## src/rtl/noc_output_arbiter_if.sv

```systemverilog
// Handshake bundle between the input ports, the credit return path and the
// output link of one router output arbiter.
interface noc_output_arbiter_if #(
  parameter int NUM_IN = 4,
  parameter int FLIT_W = 16,
  parameter int CNT_W  = 3
);
  logic [NUM_IN-1:0]        req_i;
  logic [NUM_IN-1:0]        tail_i;
  logic [NUM_IN*FLIT_W-1:0] flit_i;
  logic                     inc_credit_i;
  logic [NUM_IN-1:0]        pop_o;
  logic [FLIT_W-1:0]        flit_o;
  logic                     send_data;
  logic [CNT_W-1:0]         credits_o;
  logic                     busy_o;
  logic                     err_o;

  modport master (
    output req_i, tail_i, flit_i, inc_credit_i,
    input  pop_o, flit_o, send_data, credits_o, busy_o, err_o
  );

  modport slave (
    input  req_i, tail_i, flit_i, inc_credit_i,
    output pop_o, flit_o, send_data, credits_o, busy_o, err_o
  );
endinterface

```

## src/rtl/noc_output_arbiter.sv

```systemverilog
// Packet-granular round-robin arbiter sharing one router output port among
// NUM_IN inputs, with downstream credit tracking and a registered output link.
module noc_output_arbiter #(
  parameter int NUM_IN  = 4,
  parameter int FLIT_W  = 16,
  parameter int CREDITS = 5,
  parameter int CNT_W   = 3
) (
  input  logic                 clk,
  input  logic                 rst,
  noc_output_arbiter_if.slave  bus
);
  localparam int IDX_W = (NUM_IN > 1) ? $clog2(NUM_IN) : 1;

  typedef enum logic {IDLE, LOCKED} state_t;

  state_t             state;
  logic [IDX_W-1:0]   ptr;
  logic [IDX_W-1:0]   owner;
  logic [IDX_W-1:0]   sel;
  logic [IDX_W-1:0]   next_ptr;
  logic               sel_valid;
  logic               do_pop;
  logic [CNT_W-1:0]   count;
  logic [FLIT_W-1:0]  flit_q;
  logic               send;
  logic               busy;
  logic               err;

  // Scanning downwards lets the lowest offset from ptr win, giving round-robin order.
  always_comb begin
    int idx;
    idx       = 0;
    sel_valid = 1'b0;
    sel       = ptr;
    if (state == LOCKED) begin
      sel       = owner;
      sel_valid = bus.req_i[owner];
    end else begin
      for (int k = NUM_IN - 1; k >= 0; k--) begin
        idx = (int'(ptr) + k) % NUM_IN;
        if (bus.req_i[idx]) begin
          sel_valid = 1'b1;
          sel       = IDX_W'(idx);
        end
      end
    end
  end

  // Reset gates the pop so an abandoned packet loses no flit at its source.
  assign do_pop   = sel_valid && (count != '0) && !rst;
  assign next_ptr = (int'(sel) == NUM_IN - 1) ? '0 : sel + 1'b1;

  assign bus.pop_o     = do_pop ? (NUM_IN'(1) << sel) : '0;
  assign bus.flit_o    = flit_q;
  assign bus.send_data = send;
  assign bus.credits_o = count;
  assign bus.busy_o    = busy;
  assign bus.err_o     = err;

  always_ff @(posedge clk) begin
    if (rst) begin
      state  <= IDLE;
      ptr    <= '0;
      owner  <= '0;
      count  <= CNT_W'(CREDITS);
      flit_q <= '0;
      send   <= 1'b0;
      busy   <= 1'b0;
      err    <= 1'b0;
    end else begin
      send <= do_pop;
      if (do_pop) begin
        flit_q <= bus.flit_i[sel*FLIT_W +: FLIT_W];
      end

      // A pop and a credit return in the same cycle cancel out.
      if (do_pop && !bus.inc_credit_i) begin
        count <= count - CNT_W'(1);
      end else if (!do_pop && bus.inc_credit_i) begin
        if (count == CNT_W'(CREDITS)) begin
          err <= 1'b1;
        end else begin
          count <= count + CNT_W'(1);
        end
      end

      if (do_pop) begin
        case (state)
          IDLE: begin
            if (bus.tail_i[sel]) begin
              ptr <= next_ptr;
            end else begin
              state <= LOCKED;
              owner <= sel;
              busy  <= 1'b1;
            end
          end
          LOCKED: begin
            if (bus.tail_i[sel]) begin
              state <= IDLE;
              busy  <= 1'b0;
              ptr   <= next_ptr;
            end
          end
          default: state <= IDLE;
        endcase
      end
    end
  end
endmodule

```

## src/flat_wrapper.sv

```systemverilog
// flat-port wrapper written by rule: the top's interface ports become plain ports
module noc_output_arbiter_flat 
#(
  parameter int NUM_IN  = 4,
  parameter int FLIT_W  = 16,
  parameter int CREDITS = 5,
  parameter int CNT_W   = 3
)
  (clk, rst, bus_req_i, bus_tail_i, bus_flit_i, bus_inc_credit_i, bus_pop_o, bus_flit_o, bus_send_data, bus_credits_o, bus_busy_o, bus_err_o);
  noc_output_arbiter_if #(.NUM_IN(NUM_IN), .FLIT_W(FLIT_W), .CNT_W(CNT_W)) bus_i ();
  input  logic clk;
  input  logic rst;
  input wire logic [$bits(bus_i.req_i)-1:0] bus_req_i;
  input wire logic [$bits(bus_i.tail_i)-1:0] bus_tail_i;
  input wire logic [$bits(bus_i.flit_i)-1:0] bus_flit_i;
  input wire logic [$bits(bus_i.inc_credit_i)-1:0] bus_inc_credit_i;
  output wire logic [$bits(bus_i.pop_o)-1:0] bus_pop_o;
  output wire logic [$bits(bus_i.flit_o)-1:0] bus_flit_o;
  output wire logic [$bits(bus_i.send_data)-1:0] bus_send_data;
  output wire logic [$bits(bus_i.credits_o)-1:0] bus_credits_o;
  output wire logic [$bits(bus_i.busy_o)-1:0] bus_busy_o;
  output wire logic [$bits(bus_i.err_o)-1:0] bus_err_o;
  assign bus_i.req_i = bus_req_i;
  assign bus_i.tail_i = bus_tail_i;
  assign bus_i.flit_i = bus_flit_i;
  assign bus_i.inc_credit_i = bus_inc_credit_i;
  assign bus_pop_o = bus_i.pop_o;
  assign bus_flit_o = bus_i.flit_o;
  assign bus_send_data = bus_i.send_data;
  assign bus_credits_o = bus_i.credits_o;
  assign bus_busy_o = bus_i.busy_o;
  assign bus_err_o = bus_i.err_o;
  noc_output_arbiter #(.NUM_IN(NUM_IN), .FLIT_W(FLIT_W), .CREDITS(CREDITS), .CNT_W(CNT_W)) u_core (.clk(clk), .rst(rst), .bus(bus_i));
endmodule
```

## config.mk

```make
export PLATFORM = sky130hd
export DESIGN_NAME = noc_output_arbiter_flat
export DESIGN_NICKNAME = d
export VERILOG_FILES = /design/src/rtl/noc_output_arbiter_if.sv /design/src/rtl/noc_output_arbiter.sv /design/src/flat_wrapper.sv
export SDC_FILE = /design/constraint.sdc
export NUM_CORES = 1
export LEC_CHECK = 0
export BUFFER_PORTS_ARGS = -buffer_cell sky130_fd_sc_hd__buf_2
export CAP_MARGIN = 20
export CELL_PAD_IN_SITES_DETAIL_PLACEMENT = 0
export CELL_PAD_IN_SITES_GLOBAL_PLACEMENT = 1
export CORE_MARGIN = 1
export CORE_UTILIZATION = 29
export DETAILED_ROUTE_END_ITERATION = 8
export HOLD_SLACK_MARGIN = 0.03
export PLACE_DENSITY = 0.85
export SYNTH_ARGS = -nofsm -noshare
export SYNTH_HDL_FRONTEND = slang
export SYNTH_SLANG_ARGS = --single-unit
```

## constraint.sdc

```tcl
create_clock -name clk -period 2.7 [get_ports clk]
set_input_delay 0.405 -clock clk [delete_from_list [all_inputs] [get_ports clk]]
set_output_delay 0.405 -clock clk [all_outputs]
set_load 0.03 [all_outputs]
```

==> summary.txt <==
Routing
  • Post-DRT Antenna Nets: 0
  • Initial drt markers: 82
  • Via density: 5.077
  • Pre-Repair DR Iteration Count: 4
  • # DRC: 0
  • Final WL: roughly 6 mm
  • Vias: just over 2000
  • DR WL/cell: 14.84 µm

Finish
  • Area Growth Syn to Fin: 38.06%
  • Layout Cells excl Fill: between 400 and 500
  • Layout cells sized above 1: 0.5061
  • Fill cells: 673
  • # diodes: 0
  • Finished Cell Area: 2669 µm²
  • Register area: between 500 and 600 µm²
  • Layout Nets: around 410
  • Multi-input gate area: 1285 µm²

Yosys
  • Leading area contributor after synthesis: dfxtp_1
  • Most frequent cells after synthesis: 27 x dfxtp_1, 19 x o21ai_0, 18 x mux2_2, 18 x nand3_1, 17 x a221o_1
  • Xor and xnor area share after synthesis: 0.004531
  • Post-synth EDFFs: 0
  • Post-Synth Adder-Cell Area: 0.05566
  • Most common cell in the synthesized netlist: dfxtp_1
  • Fraction of the mapped netlist area in simple logic gates: 0.1864
  • #FFs+latches synth: 27
  • Warnings, synthesis: 0
  • Mapped Area: slightly below 2000 µm²
  • Post-synthesis async set-or-reset flop share: 0
  • Post-synthesis compound-gate area fraction: 0.2660
  • Post-synthesis cell type count: 49
  • Fraction of synthesized area in multiplexers: 0.1327
  • Main combinational cell family by area after synthesis: compound AO/OA/AOI/OAI gates
  • Yosys top cell area share: 0.2796
  • Syn avg cell area: ~8.8 µm²
  • Register area share after synthesis: 0.2796
  • Syn_nets: 303
  • Top cells by area, synth: dfxtp_1 28%, mux2_2 10%, a221o_1 8.8%
  • Synth Instances: 220
  • Most used DFF post-synth: dfxtp_1

Global route
  • First-pass GRT wire length: just under 10 mm
  • Largest net degree at the start of global routing: 18
  • Total gr overflow: 0
  • Total Routing Usage GR: 0.1713
  • Antenna violations before repair: 0
  • Vias in the first global route: 1955

Clock network
  • Clock Latency Late Sink: 0.29 ns
  • Clk slew on worst S/H paths: 0.11 ns
  • CTS sink cnt: 27
  • Total CTS buffers: 3
  • Clock root buffer: clkbuf_8
  • Post-CTS Setup Inserts: 0
  • CTS Hold Bufs: 0
  • CTS tree: done
  • Clock H-tree levels: 1
  • CTS Buffer Depth: 2

Place
  • DP Cell Count: roughly 400
  • Hpwl dp: 4.598 mm
  • Post-placement worst setup slack: -0.1142 ns
  • Final GP Congestion: 0.7896
  • PortBufs: 100
  • Placed Area: 2601 µm²

Critical path
  • Slowest stage delay, CP: 0.53 ns
  • Worst EP required: 2.88 ns
  • CP top delay family: simple AND/OR/NAND/NOR gates
  • R2r worst-path depth: 10
  • Worst-path fanout max: 2
  • Slowest cell on the critical path: or4_4
  • Worst Path Buf+Inv: 2
  • R2r setup slk: 0.10 ns
  • Critical path type: reg2reg
  • FF-to-FF End: u_core.bus.credits_o[2]
  • R2r startpoint: u_core.owner[1]
  • WP data arrival: 2.77 ns
  • CP cell instances: mux4_2 > nor2_1 > or4_4 > clkinv_8 > ha_4 > inv_1 > fa_2 > xor2_1 > o31a_1 > or3_1
  • CP startpoint kind: flop
  • Critical Path End Type: flop

STA
  • Worst-Margin Slew: 0.9117 ns
  • Tmin final: between 2 and 3 ns
  • Max Clk Rate: just under 400 MHz
  • Slew margin rel.: 0.3911
  • Final worst slack: 0.1032 ns
  • Hold Worst Slack: roughly 0.46 ns
  • Max Slew Vio Count: 0
  • Setup TNS: 0 ns
  • Final Setup Violations: 0
  • Hold Vio Cnt, Final: 0
  • Period utilization: 0.9618
  • Setup Skew: 0.007268 ns

Die
  • Initial core utilization: 0.3027
  • Row count: 29
  • Die area: 6996 µm²
  • Core area: between 6000 and 7000 µm²
  • Ports: 101
  • Die Ht: 83.65 µm
  • Die X: 83.65 µm

Power
  • LEAKAGE: approximately 0.0012 µW
  • VDD IR max: between 0.0004 and 0.0005 V
  • Power Density: 1122 nW/µm²

Hold path
  • Hold path depth: 3
  • Hold Path Class: in2reg
  • Hold_sp: bus_flit_i[0]
  • Worst Hold End: u_core.bus.flit_o[0]

Flow run
  • Max-cap violations: 0

Outcome
  • Outcome: finished, final reports clean
[worst max path at each step]
stage,startpoint,end,slack [ns],cells past startpoint
after global placement,bus_req_i[2],u_core.bus.credits_o[2],-0.08,11
after CTS,u_core.ptr[1],bus_pop_o[3],0.006,8
after floorplan,u_core.owner[1],u_core.bus.credits_o[2],0.01,11
final,u_core.owner[1],u_core.bus.credits_o[2],0.10,10
after detailed placement,bus_req_i[2],u_core.bus.credits_o[2],-0.11,11
after global routing,u_core.ptr[1],bus_pop_o[3],-0.01,8
[registers in the layout, summed over array words and instances, names as in the netlist]
name	cells
u_core.bus.busy_o	1
u_core.bus.credits_o	3
u_core.bus.err_o	1
u_core.bus.flit_o	16
u_core.bus.send_data	1
u_core.owner	2
u_core.ptr	2
u_core.state	1
[cell families (layout without fill, tap and decap cells)]
group / count (synthesis) / count (layout)
DFF: 27 / 27
adders and majority gates: 8 / 8
and+or+nand+nor: 66 / 66
buffers and inverters: 26 / 134
muxes: 22 / 22
AOI/OAI and AO/OA: 70 / 70
xor gates and xnor gates: 1 / 1
[tightest hold or removal path, cell delays in order]
cell and delay (ns):
buf_2 0.07, mux2_2 0.13, a221o_1 0.12
[metrics by stage]
stage,total power (µW),utilization
floorplan,2175,-
global placement,2700,0.4073
detailed placement,2737,0.4073
CTS,3010,0.4161
global route,3243,0.4179
finish,2995,0.4179
[cell type report]
| class | count | share of cell area |
|---|---|---|
| Multi-Input combinational cell | 167 | 0.4815 |
| Timing Repair Buffer | 118 | 0.2382 |
| Sequential cell | 27 | 0.2035 |
| Tap cell | 77 | 0.03610 |
| Inverter | 12 | 0.02250 |
| Clock buffer | 3 | 0.01547 |
| Clock inverter | 1 | 0.002813 |
[repair_timing]
action                     CTS  global route
cloned                       0             0
setup endpoints to repair    2             4
pin swaps                    0             1
resized for setup            2             3
[per-layer routing]
metal / routed length [µm] / GRT usage / vias to the layer above
met3: 185 / 0.01780 / 4
met5: 0 / 0 / -
met4: 62 / 0.04777 / 0
met2: 2903 / 0.2816 / 51
li1: - / - / 1038
met1: 2859 / 0.2373 / 963
[where the power goes]
group | internal [µW] | total (µW) | switching, µW | leakage (µW)
clock network | 105 | 258 | 153 | 0.0000217
registers | 590 | 719 | 129 | 0.000225
logic | 796 | 2020 | 1220 | 0.000986
[cells in the final DEF, fill, tap and decap left out, drive strengths merged, types with 2 or more instances in the layout]
| cell type | Yosys | routed |
|---|---|---|
| buf | 7 | 118 |
| dfxtp | 27 | 27 |
| a21oi | 21 | 21 |
| o21ai | 20 | 20 |
| mux2 | 19 | 19 |
| nand3 | 18 | 18 |
| a221o | 17 | 17 |
| nor2 | 15 | 15 |
| inv | 11 | 11 |
| nor2b | 8 | 8 |
| nor3 | 7 | 7 |
| ha | 7 | 7 |
| and2 | 4 | 4 |
| nand2b | 3 | 3 |
| and3 | 3 | 3 |
| clkbuf | 7 | 3 |
| nand2 | 3 | 3 |
| mux2i | 2 | 2 |
| a211oi | 2 | 2 |
Note: power is estimated with default switching activity, not from simulation.
